==> config.mk <==
export PLATFORM = sky130hd
export DESIGN_NAME = rvv_backend_alu_issue_flat
export DESIGN_NICKNAME = d
export VERILOG_FILES = /design/src/rtl/rvv_backend_alu_issue_pkg.sv /design/src/rtl/rvv_backend_alu_issue_if.sv /design/src/rtl/rvv_backend_alu_issue_lane.sv /design/src/rtl/rvv_backend_alu_issue.sv /design/src/flat_wrapper.sv
export SDC_FILE = /design/constraint.sdc
export NUM_CORES = 1
export LEC_CHECK = 0
export BUFFER_PORTS_ARGS = -buffer_cell sky130_fd_sc_hd__clkbuf_2
export CORE_AREA = 2 2 188 190
export DETAILED_ROUTE_END_ITERATION = 8
export DIE_AREA = 0 0 190 192
export GPL_TIMING_DRIVEN = 0
export PLACE_DENSITY_LB_ADDON = 0.1
export SLEW_MARGIN = 20
export SYNTH_ARGS = -nofsm -noshare
export SYNTH_HDL_FRONTEND = slang
export SYNTH_HIERARCHICAL = 1
export SYNTH_SLANG_ARGS = --single-unit
export TNS_END_PERCENT = 1
==> constraint.sdc <==
create_clock -name clk -period 2.2 [get_ports clk]
set_input_delay 0.11 -clock clk [delete_from_list [all_inputs] [get_ports clk]]
set_output_delay 0.11 -clock clk [all_outputs]
set_load 0.005 [all_outputs]
==> src/rtl/rvv_backend_alu_issue_pkg.sv <==
// Shared types and default sizes for the ALU issue controller.
//   ALU_RS_t : one reservation-station entry as seen by an ALU unit
//   PU2ROB_t : one processing-unit result written back to the ROB
package rvv_backend_alu_issue_pkg;

    localparam int unsigned NUM_ALU_DEFAULT = 2;
    localparam int unsigned PERF_W_DEFAULT  = 16;
    localparam int unsigned ROB_IDX_W       = 5;

    typedef struct packed {
        logic [5:0]           funct6;
        logic [ROB_IDX_W-1:0] rob_entry;
        logic [31:0]          vs1;
        logic [31:0]          vs2;
    } ALU_RS_t;

    typedef struct packed {
        logic [ROB_IDX_W-1:0] rob_entry;
        logic [31:0]          w_data;
    } PU2ROB_t;

endpackage

==> src/rtl/rvv_backend_alu_issue_if.sv <==
// Bus bundle around the ALU issue controller: RS head entries and pops, ALU unit
// drive and results, and the registered ROB write-back handshake.
//   slave  : the issue controller
//   master : its environment (RS, ALU units, ROB)
interface rvv_backend_alu_issue_if
    import rvv_backend_alu_issue_pkg::*;
#(
    parameter int unsigned NUM_ALU = NUM_ALU_DEFAULT
);
    logic    [NUM_ALU-1:0] rs2alu_uop_valid;
    ALU_RS_t [NUM_ALU-1:0] rs2alu_uop;
    logic    [NUM_ALU-1:0] pop_alu2rs;
    logic    [NUM_ALU-1:0] alu_uop_valid;
    ALU_RS_t [NUM_ALU-1:0] alu_uop;
    logic    [NUM_ALU-1:0] alu_result_valid;
    PU2ROB_t [NUM_ALU-1:0] alu_result;
    logic    [NUM_ALU-1:0] result_valid_alu2rob;
    PU2ROB_t [NUM_ALU-1:0] result_alu2rob;
    logic    [NUM_ALU-1:0] result_ready_rob2alu;

    modport slave (
        input  rs2alu_uop_valid, rs2alu_uop, alu_result_valid, alu_result, result_ready_rob2alu,
        output pop_alu2rs, alu_uop_valid, alu_uop, result_valid_alu2rob, result_alu2rob
    );

    modport master (
        output rs2alu_uop_valid, rs2alu_uop, alu_result_valid, alu_result, result_ready_rob2alu,
        input  pop_alu2rs, alu_uop_valid, alu_uop, result_valid_alu2rob, result_alu2rob
    );
endinterface

==> src/rtl/rvv_backend_alu_issue_lane.sv <==
// One ALU lane: output register towards the ROB, lane-free computation and a
// sticky flag for popped uops that produced no result.
//   clk, rst              : clock, synchronous active-high reset
//   pop_i                 : this lane's uop is consumed this cycle
//   alu_result_valid_i/_i : combinational ALU unit result
//   ready_i               : ROB accepts this lane
//   free_o                : register can take a new result this cycle
//   result_valid_o/_o     : registered result to the ROB
//   err_o                 : sticky illegal-uop flag
module rvv_backend_alu_issue_lane
    import rvv_backend_alu_issue_pkg::*;
(
    input  logic    clk,
    input  logic    rst,
    input  logic    pop_i,
    input  logic    alu_result_valid_i,
    input  PU2ROB_t alu_result_i,
    input  logic    ready_i,
    output logic    free_o,
    output logic    result_valid_o,
    output PU2ROB_t result_o,
    output logic    err_o
);

    logic    valid_q, valid_d;
    PU2ROB_t result_q, result_d;
    logic    err_q, err_d;

    // Draining and refilling in the same cycle is allowed, so a full lane whose
    // result leaves this cycle counts as free.
    assign free_o = ~valid_q | ready_i;

    always_comb begin
        valid_d  = valid_q;
        result_d = result_q;
        err_d    = err_q;
        if (pop_i) begin
            valid_d  = alu_result_valid_i;
            result_d = alu_result_i;
            if (!alu_result_valid_i) begin
                err_d = 1'b1;
            end
        end else if (ready_i) begin
            valid_d = 1'b0;
        end
    end

    always_ff @(posedge clk) begin
        if (rst) begin
            valid_q  <= 1'b0;
            result_q <= '0;
            err_q    <= 1'b0;
        end else begin
            valid_q  <= valid_d;
            result_q <= result_d;
            err_q    <= err_d;
        end
    end

    assign result_valid_o = valid_q;
    assign result_o       = result_q;
    assign err_o          = err_q;

endmodule

==> src/rtl/rvv_backend_alu_issue.sv <==
// Issue controller between the ALU reservation station and NUM_ALU combinational
// ALU units. Pops up to NUM_ALU uops per cycle in RS order, registers each unit's
// result per lane and presents it to the ROB with valid/ready.
//   clk, rst        : clock, synchronous active-high reset
//   bus             : RS / ALU / ROB signals (slave side)
//   illegal_uop_err : sticky, a popped uop produced no ALU result
//   stall_cnt       : saturating count of cycles where the oldest RS entry was
//                     valid but not popped
module rvv_backend_alu_issue
    import rvv_backend_alu_issue_pkg::*;
#(
    parameter int unsigned NUM_ALU = NUM_ALU_DEFAULT,
    parameter int unsigned PERF_W  = PERF_W_DEFAULT
)
(
    input  logic                    clk,
    input  logic                    rst,
    rvv_backend_alu_issue_if.slave  bus,
    output logic                    illegal_uop_err,
    output logic [PERF_W-1:0]       stall_cnt
);

    logic    [NUM_ALU-1:0] pop;
    logic    [NUM_ALU-1:0] lane_free;
    logic    [NUM_ALU-1:0] lane_valid;
    logic    [NUM_ALU-1:0] lane_err;
    PU2ROB_t [NUM_ALU-1:0] lane_result;
    logic    [PERF_W-1:0]  stall_cnt_q, stall_cnt_d;

    // Each entry pops only if every older entry pops too, keeping RS order.
    always_comb begin
        logic chain;
        pop   = '0;
        chain = ~rst;
        for (int i = 0; i < int'(NUM_ALU); i++) begin
            pop[i] = bus.rs2alu_uop_valid[i] & lane_free[i] & chain;
            chain  = pop[i];
        end
    end

    assign bus.pop_alu2rs    = pop;
    assign bus.alu_uop_valid = pop;
    assign bus.alu_uop       = bus.rs2alu_uop;

    for (genvar i = 0; i < NUM_ALU; i++) begin : g_lane
        rvv_backend_alu_issue_lane u_lane (
            .clk                (clk),
            .rst                (rst),
            .pop_i              (pop[i]),
            .alu_result_valid_i (bus.alu_result_valid[i]),
            .alu_result_i       (bus.alu_result[i]),
            .ready_i            (bus.result_ready_rob2alu[i]),
            .free_o             (lane_free[i]),
            .result_valid_o     (lane_valid[i]),
            .result_o           (lane_result[i]),
            .err_o              (lane_err[i])
        );
    end

    assign bus.result_valid_alu2rob = lane_valid;
    assign bus.result_alu2rob       = lane_result;
    assign illegal_uop_err          = |lane_err;

    always_comb begin
        stall_cnt_d = stall_cnt_q;
        if (bus.rs2alu_uop_valid[0] && !pop[0] && (stall_cnt_q != '1)) begin
            stall_cnt_d = stall_cnt_q + PERF_W'(1);
        end
    end

    always_ff @(posedge clk) begin
        if (rst) begin
            stall_cnt_q <= '0;
        end else begin
            stall_cnt_q <= stall_cnt_d;
        end
    end

    assign stall_cnt = stall_cnt_q;

endmodule
==> src/flat_wrapper.sv <==
// flat-port wrapper written by rule: the top's interface ports become plain ports
module rvv_backend_alu_issue_flat import rvv_backend_alu_issue_pkg::*;
#(
    parameter int unsigned NUM_ALU = NUM_ALU_DEFAULT,
    parameter int unsigned PERF_W  = PERF_W_DEFAULT
)
  (clk, rst, illegal_uop_err, stall_cnt, bus_rs2alu_uop_valid, bus_rs2alu_uop, bus_alu_result_valid, bus_alu_result, bus_result_ready_rob2alu, bus_pop_alu2rs, bus_alu_uop_valid, bus_alu_uop, bus_result_valid_alu2rob, bus_result_alu2rob);
  rvv_backend_alu_issue_if #(.NUM_ALU(NUM_ALU)) bus_i ();
  input  logic clk;
  input  logic rst;
  output logic illegal_uop_err;
  output logic [PERF_W-1:0] stall_cnt;
  input wire logic [$bits(bus_i.rs2alu_uop_valid)-1:0] bus_rs2alu_uop_valid;
  input wire logic [$bits(bus_i.rs2alu_uop)-1:0] bus_rs2alu_uop;
  input wire logic [$bits(bus_i.alu_result_valid)-1:0] bus_alu_result_valid;
  input wire logic [$bits(bus_i.alu_result)-1:0] bus_alu_result;
  input wire logic [$bits(bus_i.result_ready_rob2alu)-1:0] bus_result_ready_rob2alu;
  output wire logic [$bits(bus_i.pop_alu2rs)-1:0] bus_pop_alu2rs;
  output wire logic [$bits(bus_i.alu_uop_valid)-1:0] bus_alu_uop_valid;
  output wire logic [$bits(bus_i.alu_uop)-1:0] bus_alu_uop;
  output wire logic [$bits(bus_i.result_valid_alu2rob)-1:0] bus_result_valid_alu2rob;
  output wire logic [$bits(bus_i.result_alu2rob)-1:0] bus_result_alu2rob;
  assign bus_i.rs2alu_uop_valid = bus_rs2alu_uop_valid;
  assign bus_i.rs2alu_uop = bus_rs2alu_uop;
  assign bus_i.alu_result_valid = bus_alu_result_valid;
  assign bus_i.alu_result = bus_alu_result;
  assign bus_i.result_ready_rob2alu = bus_result_ready_rob2alu;
  assign bus_pop_alu2rs = bus_i.pop_alu2rs;
  assign bus_alu_uop_valid = bus_i.alu_uop_valid;
  assign bus_alu_uop = bus_i.alu_uop;
  assign bus_result_valid_alu2rob = bus_i.result_valid_alu2rob;
  assign bus_result_alu2rob = bus_i.result_alu2rob;
  rvv_backend_alu_issue #(.NUM_ALU(NUM_ALU), .PERF_W(PERF_W)) u_core (.clk(clk), .rst(rst), .bus(bus_i), .illegal_uop_err(illegal_uop_err), .stall_cnt(stall_cnt));
endmodule
Word-level counts from Yosys, hierarchy flattened. Cells that the tools add are included.

Add/sub/neg operators: 1. Eq/ne operators: 1. Mux-type cells: 4. Bitwise operators: 11. Reductions and logical operators: 8.

Operator list (number): $add A16 B1 Y16 const B (1); $ne A16 B16 Y1 const B (1); $not A1 Y1 (5); $and A1 B1 Y1 (4); $mux W1 (4); $reduce_and A2 Y1 (2); $reduce_bool A2 Y1 (2); $logic_and A1 B1 Y1 (2); $or A1 B1 Y1 (2); $reduce_or A2 Y1 (1); $logic_not A1 Y1 (1).

Flip-flop bits (word level): 94. Input port bits: 232. Output and inout port bits: 247. Logic and storage cells: 34.

Logic depth before layout (Yosys ltp).
Depth after elaboration: 7. Gate-level depth with buffers: 8. Depth with buffers taken out: 6.

Modules after synthesis. The synthesis kept the hierarchy.

By module, submodules not included: rvv_backend_alu_issue_lane (times used 2, cells an instance 128, area an instance 1438.9 sq um, sequential area each 780.7 sq um); rvv_backend_alu_issue (times used 1, cells an instance 259, area an instance 2029.4 sq um, sequential area each 320.3 sq um).

Worst setup path after synthesis. OpenSTA, ideal clock, no wires.

Kind: register to register. From: reg u_core.stall_cnt_q[0], in the netlist u_core/stall_cnt[0]. To: reg u_core.stall_cnt_q[10], in the netlist u_core/stall_cnt[10]. Library setup time: 121 ps. Arrival: 1889 ps. Required time: 2079 ps. Slack: 190 ps. Cell stages (with the launch flop): 7. Path buffers: 1. Clock period less this slack: 2010 ps. Path through: dfxtp_1 -> ha_1 -> nand4_1 -> or3b_1 -> clkbuf_2 -> nor4b_1 -> mux2_2.

Longest elaborated chain between the ends: 2. Elaborated cells between the ends (all ways): 3. Classes of those cells: 1 x add/sub; 1 x eq/ne; 1 x reduce/logical.

RTL lines: start: declaration (line rvv_backend_alu_issue.sv:28) `logic [PERF_W-1:0] stall_cnt_q, stall_cnt_d;`; start signal: assignment (line rvv_backend_alu_issue.sv:75) `stall_cnt_q <= stall_cnt_d;`; branches (longest 2 deep; another with $add A16 B1 Y16).

Parallel ways; which one is timed is not known. A chain may end at the register's enable or synchronous reset.

Final worst setup path.
From: reg u_core.stall_cnt_q[5], in the netlist u_core/stall_cnt[5]. To: reg u_core.stall_cnt_q[15], in the netlist u_core/stall_cnt[15].

Same word-level chain as after synthesis.

==> results.json <==
{
  "crit_path_start_kind": "register",
  "power.ir.vdd_worst_mv": 0.304,
  "setup_viol_count_final": 0,
  "critical_path.max_stage_delay_ns": 0.60,
  "drive_gt1_frac": 0.572,
  "tritoncts": "built",
  "final.fill_count": 3794,
  "slew_viol_final": 0,
  "drt_pre_antenna_iters": 4,
  "crit-reg2reg-capture": "u_core/stall_cnt[15]",
  "syn-instance-count": 515,
  "port_buffers": 328,
  "library_cell_used_as_clock_root_buffer": "sky130_fd_sc_hd__clkbuf_16",
  "grt_remaining_overflow": 0,
  "remaining_drc_errors": 0,
  "powerDensity_mw_per_mm2": 508,
  "maximum_number_of_pins_on_one_net_before_global_route_repair": 15,
  "synth_top_cells_by_count": "sky130_fd_sc_hd__buf_4 (152), sky130_fd_sc_hd__dfxtp_1 (94), sky130_fd_sc_hd__nor2_1 (77)",
  "achievable-frequency_ghz": 0.474,
  "clock-skew-final_ns": 0.00689,
  "synthesis.area_mm2": 0.00491,
  "start_util": 0.143,
  "crit_path_end_kind": "register",
  "cts-htree-levels": 3,
  "criticalPathCategory": "reg2reg",
  "placementRows": 68,
  "cell_breakdown_of_the_critical_path": "nand3_1, or4_4, nor4_1, mux2_2",
  "routabilityCongestion": 0.679,
  "synthesis.nets": 748,
  "finalHoldViolations": 0,
  "die_area_mm2": 0.0365,
  "cts_sinks": 94,
  "worstMarginPinSlew_ns": 0.918,
  "first_global_vias": 4422,
  "post_route_clock_period_utilization": 0.960,
  "number_of_buffers_created_by_cts": 9,
  "grt_antenna_before_repair": 1,
  "leakage_uw": 0.00397,
  "die-width_um": 190,
  "worst_hold_slack_ns": 0.0218,
  "first_pass_grt_wire_length_um": 24400,
  "place.detailed.hpwl_um": 13400,
  "timing.critical_path.depth": 4,
  "global_route.usage.total": 0.0864,
  "cp_max_fo": 7,
  "reg_to_reg_setup_timing_slack_ns": 0.09,
  "fin_cells": 1389,
  "ratio_of_routed_vias_to_standard_cells": 3.40,
  "cap_viol_max_count": 0,
  "critical_path_buf_inv_count": 0,
  "die-height_um": 192,
  "critPathRequiredTime_ns": 2.44,
  "worst_hold_path.endpoint": "u_core/g_lane[1].u_lane/result_o[16]",
  "cts_clock_pin_slew_for_the_worst_setup_and_hold_paths_ns": 0.07,
  "worst_r2r_startpoint": "u_core/stall_cnt[5]",
  "dp_cells": 1298,
  "layout_min_cycle_time_ns": 2.11,
  "worstHoldPathType": "in2reg",
  "start_point_of_the_worst_min_delay_path": "bus_alu_result[53]",
  "synth.largest_area_cell": "sky130_fd_sc_hd__dfxtp_1",
  "most_common_cell_in_the_netlist": "sky130_fd_sc_hd__buf_4",
  "initialDrtViolationCount": 135,
  "clock_insertion_delay_worst_skew_ns": 0.35,
  "syn-mean-instance-area_um2": 9.53,
  "yosysWarnings": 6,
  "part_of_the_yosys_area_used_for_sequential_elements": 0.383,
  "avgRoutedWirePerCell_um": 12.1,
  "postSynth.asyncResetShare": 0,
  "ff2ff_path_depth": 4,
  "synthFlopType": "sky130_fd_sc_hd__dfxtp_1",
  "cts_buffer_depth": 2,
  "hold_depth": 3,
  "netlist-cell-type-count": 40,
  "detail_route.wirelength_um": 16700,
  "boundaryPins": 479,
  "placeableCoreArea_mm2": 0.0343,
  "run_status": "completed",
  "cell_family_with_the_largest_share_of_critical_path_delay": "simple AND/OR/NAND/NOR gates",
  "layout-area-overhead-vs-synth_pct": 67.9,
  "netlist.area_leader.share": 0.383,
  "drtAntennaViolNets": 0,
  "nets": 1162,
  "antennaDiodeCount": 0,
  "detailroute.via_count": 4727,
  "synth.ff_latch_count": 94,
  "timing.max_slew.rel_slack": 0.383,
  "synth_enable_flop_cells": 0,
  "arrival_ns": 2.36,
  "synthTopCellsByArea": "sky130_fd_sc_hd__dfxtp_1 (38%), sky130_fd_sc_hd__buf_4 (23%), sky130_fd_sc_hd__mux2i_1 (15%)",
  "critical_path.slowest_cell": "sky130_fd_sc_hd__or4_4"
}
## how the worst max path moves through the flow
stage	endpoint	from	slack (ns)
2_1_floorplan	u_core/stall_cnt[10]	u_core/stall_cnt[0]	0.19
3_3_place_gp	u_core/stall_cnt[5]	u_core/stall_cnt[1]	-0.54
3_5_place_dp	u_core/stall_cnt[14]	u_core/stall_cnt[0]	-0.28
4_1_cts	u_core/stall_cnt[5]	u_core/stall_cnt[1]	-0.04
5_1_grt	u_core/stall_cnt[10]	u_core/stall_cnt[0]	-0.02
6_report	u_core/stall_cnt[15]	u_core/stall_cnt[5]	0.09
## layout by cell type, fill, tap and decap left out, types with 2 or more instances in the layout
master,netlist,routed
sky130_fd_sc_hd__clkbuf_2,1,328
sky130_fd_sc_hd__buf_4,152,153
sky130_fd_sc_hd__dfxtp_1,94,92
sky130_fd_sc_hd__nor2_1,77,77
sky130_fd_sc_hd__dlygate4sd3_1,0,74
sky130_fd_sc_hd__mux2i_1,74,74
sky130_fd_sc_hd__a21oi_1,12,12
sky130_fd_sc_hd__clkbuf_1,8,10
sky130_fd_sc_hd__clkbuf_16,0,9
sky130_fd_sc_hd__buf_12,8,8
sky130_fd_sc_hd__inv_1,6,6
sky130_fd_sc_hd__nand3_1,6,6
sky130_fd_sc_hd__o31ai_1,6,6
sky130_fd_sc_hd__or4_1,6,6
sky130_fd_sc_hd__nor2b_1,5,5
sky130_fd_sc_hd__nand2_1,5,5
sky130_fd_sc_hd__o21ai_0,5,5
sky130_fd_sc_hd__buf_2,4,4
sky130_fd_sc_hd__nand2b_1,5,4
sky130_fd_sc_hd__or2_2,3,3
sky130_fd_sc_hd__nand4_1,3,3
sky130_fd_sc_hd__buf_6,2,3
sky130_fd_sc_hd__nor3_1,3,3
sky130_fd_sc_hd__or3_2,3,3
sky130_fd_sc_hd__clkbuf_8,0,2
sky130_fd_sc_hd__clkinv_2,0,2
sky130_fd_sc_hd__or3_1,2,2
sky130_fd_sc_hd__nor4_1,4,2
sky130_fd_sc_hd__nor4b_4,0,2
sky130_fd_sc_hd__mux2_2,3,2
sky130_fd_sc_hd__nand3b_1,2,2
sky130_fd_sc_hd__o31ai_2,2,2
sky130_fd_sc_hd__dfxtp_4,0,2
## what timing repair did
item                                    in CTS  in global routing
hold buffers                                74                  0
endpoints found under the setup margin      54                 19
gates resized for setup                     11                  9
setup buffers                                1                  0
pin swaps                                    0                  1
endpoints found under the hold margin       74                  0
## stage by stage
step	setup slack, ns	TNS [ns]	power [µW]	instance area [µm²]	util
6_report	0.0882	0	4190	8240	0.240
4_1_cts	-0.0419	-0.0824	4330	8190	0.239
5_1_grt	-0.0210	-0.0210	4460	8240	0.240
3_3_place_gp	-0.538	-7.23	2600	7120	0.208
3_5_place_dp	-0.277	-5.33	2590	7120	0.208
2_1_floorplan	0.190	0	2250	4910	-
## report_power, final
| part | internal (µW) | switching (µW) | total [µW] |
|---|---|---|---|
| clock | 830 | 710 | 1540 |
| sequential | 1760 | 32.8 | 1790 |
| combinational | 544 | 308 | 852 |
## sequential cells by signal, summed over array words and instances (netlist names)
register,count
u_core/g_lane.u_lane/result_o,74
u_core/stall_cnt,16
u_core/g_lane.u_lane/result_valid_o,2
u_core/g_lane.u_lane/err_o,2
## cell type report
cell class | count | area (µm²) | area share
well taps | 455 | 569 | 0.0691
flip-flops and latches | 94 | 1890 | 0.229
plain buffers | 175 | 1390 | 0.168
multi-input cells | 240 | 1710 | 0.207
repair buffers | 403 | 2390 | 0.290
inverters | 6 | 22.5 | 0.00273
clock buffers | 13 | 260 | 0.0316
clock inverters | 3 | 18.8 | 0.00228
## per-layer routing
metal	GRT usage	share of wire
met5	0	0
met1	0.0992	0.39
met3	0.0338	0.11
met2	0.148	0.48
met4	0.0250	0.013
## kinds of logic (layout without fill, tap and decap cells)
family,Yosys count,in the layout,share of synthesized area
buffers and inverters,181,600,0.286
adders and majority gates,1,1,0.00255
DFF,94,94,0.383
muxes,77,77,0.158
and+or+nand+nor,133,133,0.133
AOI/OAI and AO/OA,29,29,0.0380
## worst register-to-register path, stage by stage, from the launching register on
cell and delay [ns]:
sky130_fd_sc_hd__dfxtp_1 0.45, sky130_fd_sc_hd__nand3_1 0.24, sky130_fd_sc_hd__or4_4 0.60, sky130_fd_sc_hd__nor4_1 0.35, sky130_fd_sc_hd__mux2_2 0.37
Note: power is estimated with default switching activity, not from simulation.
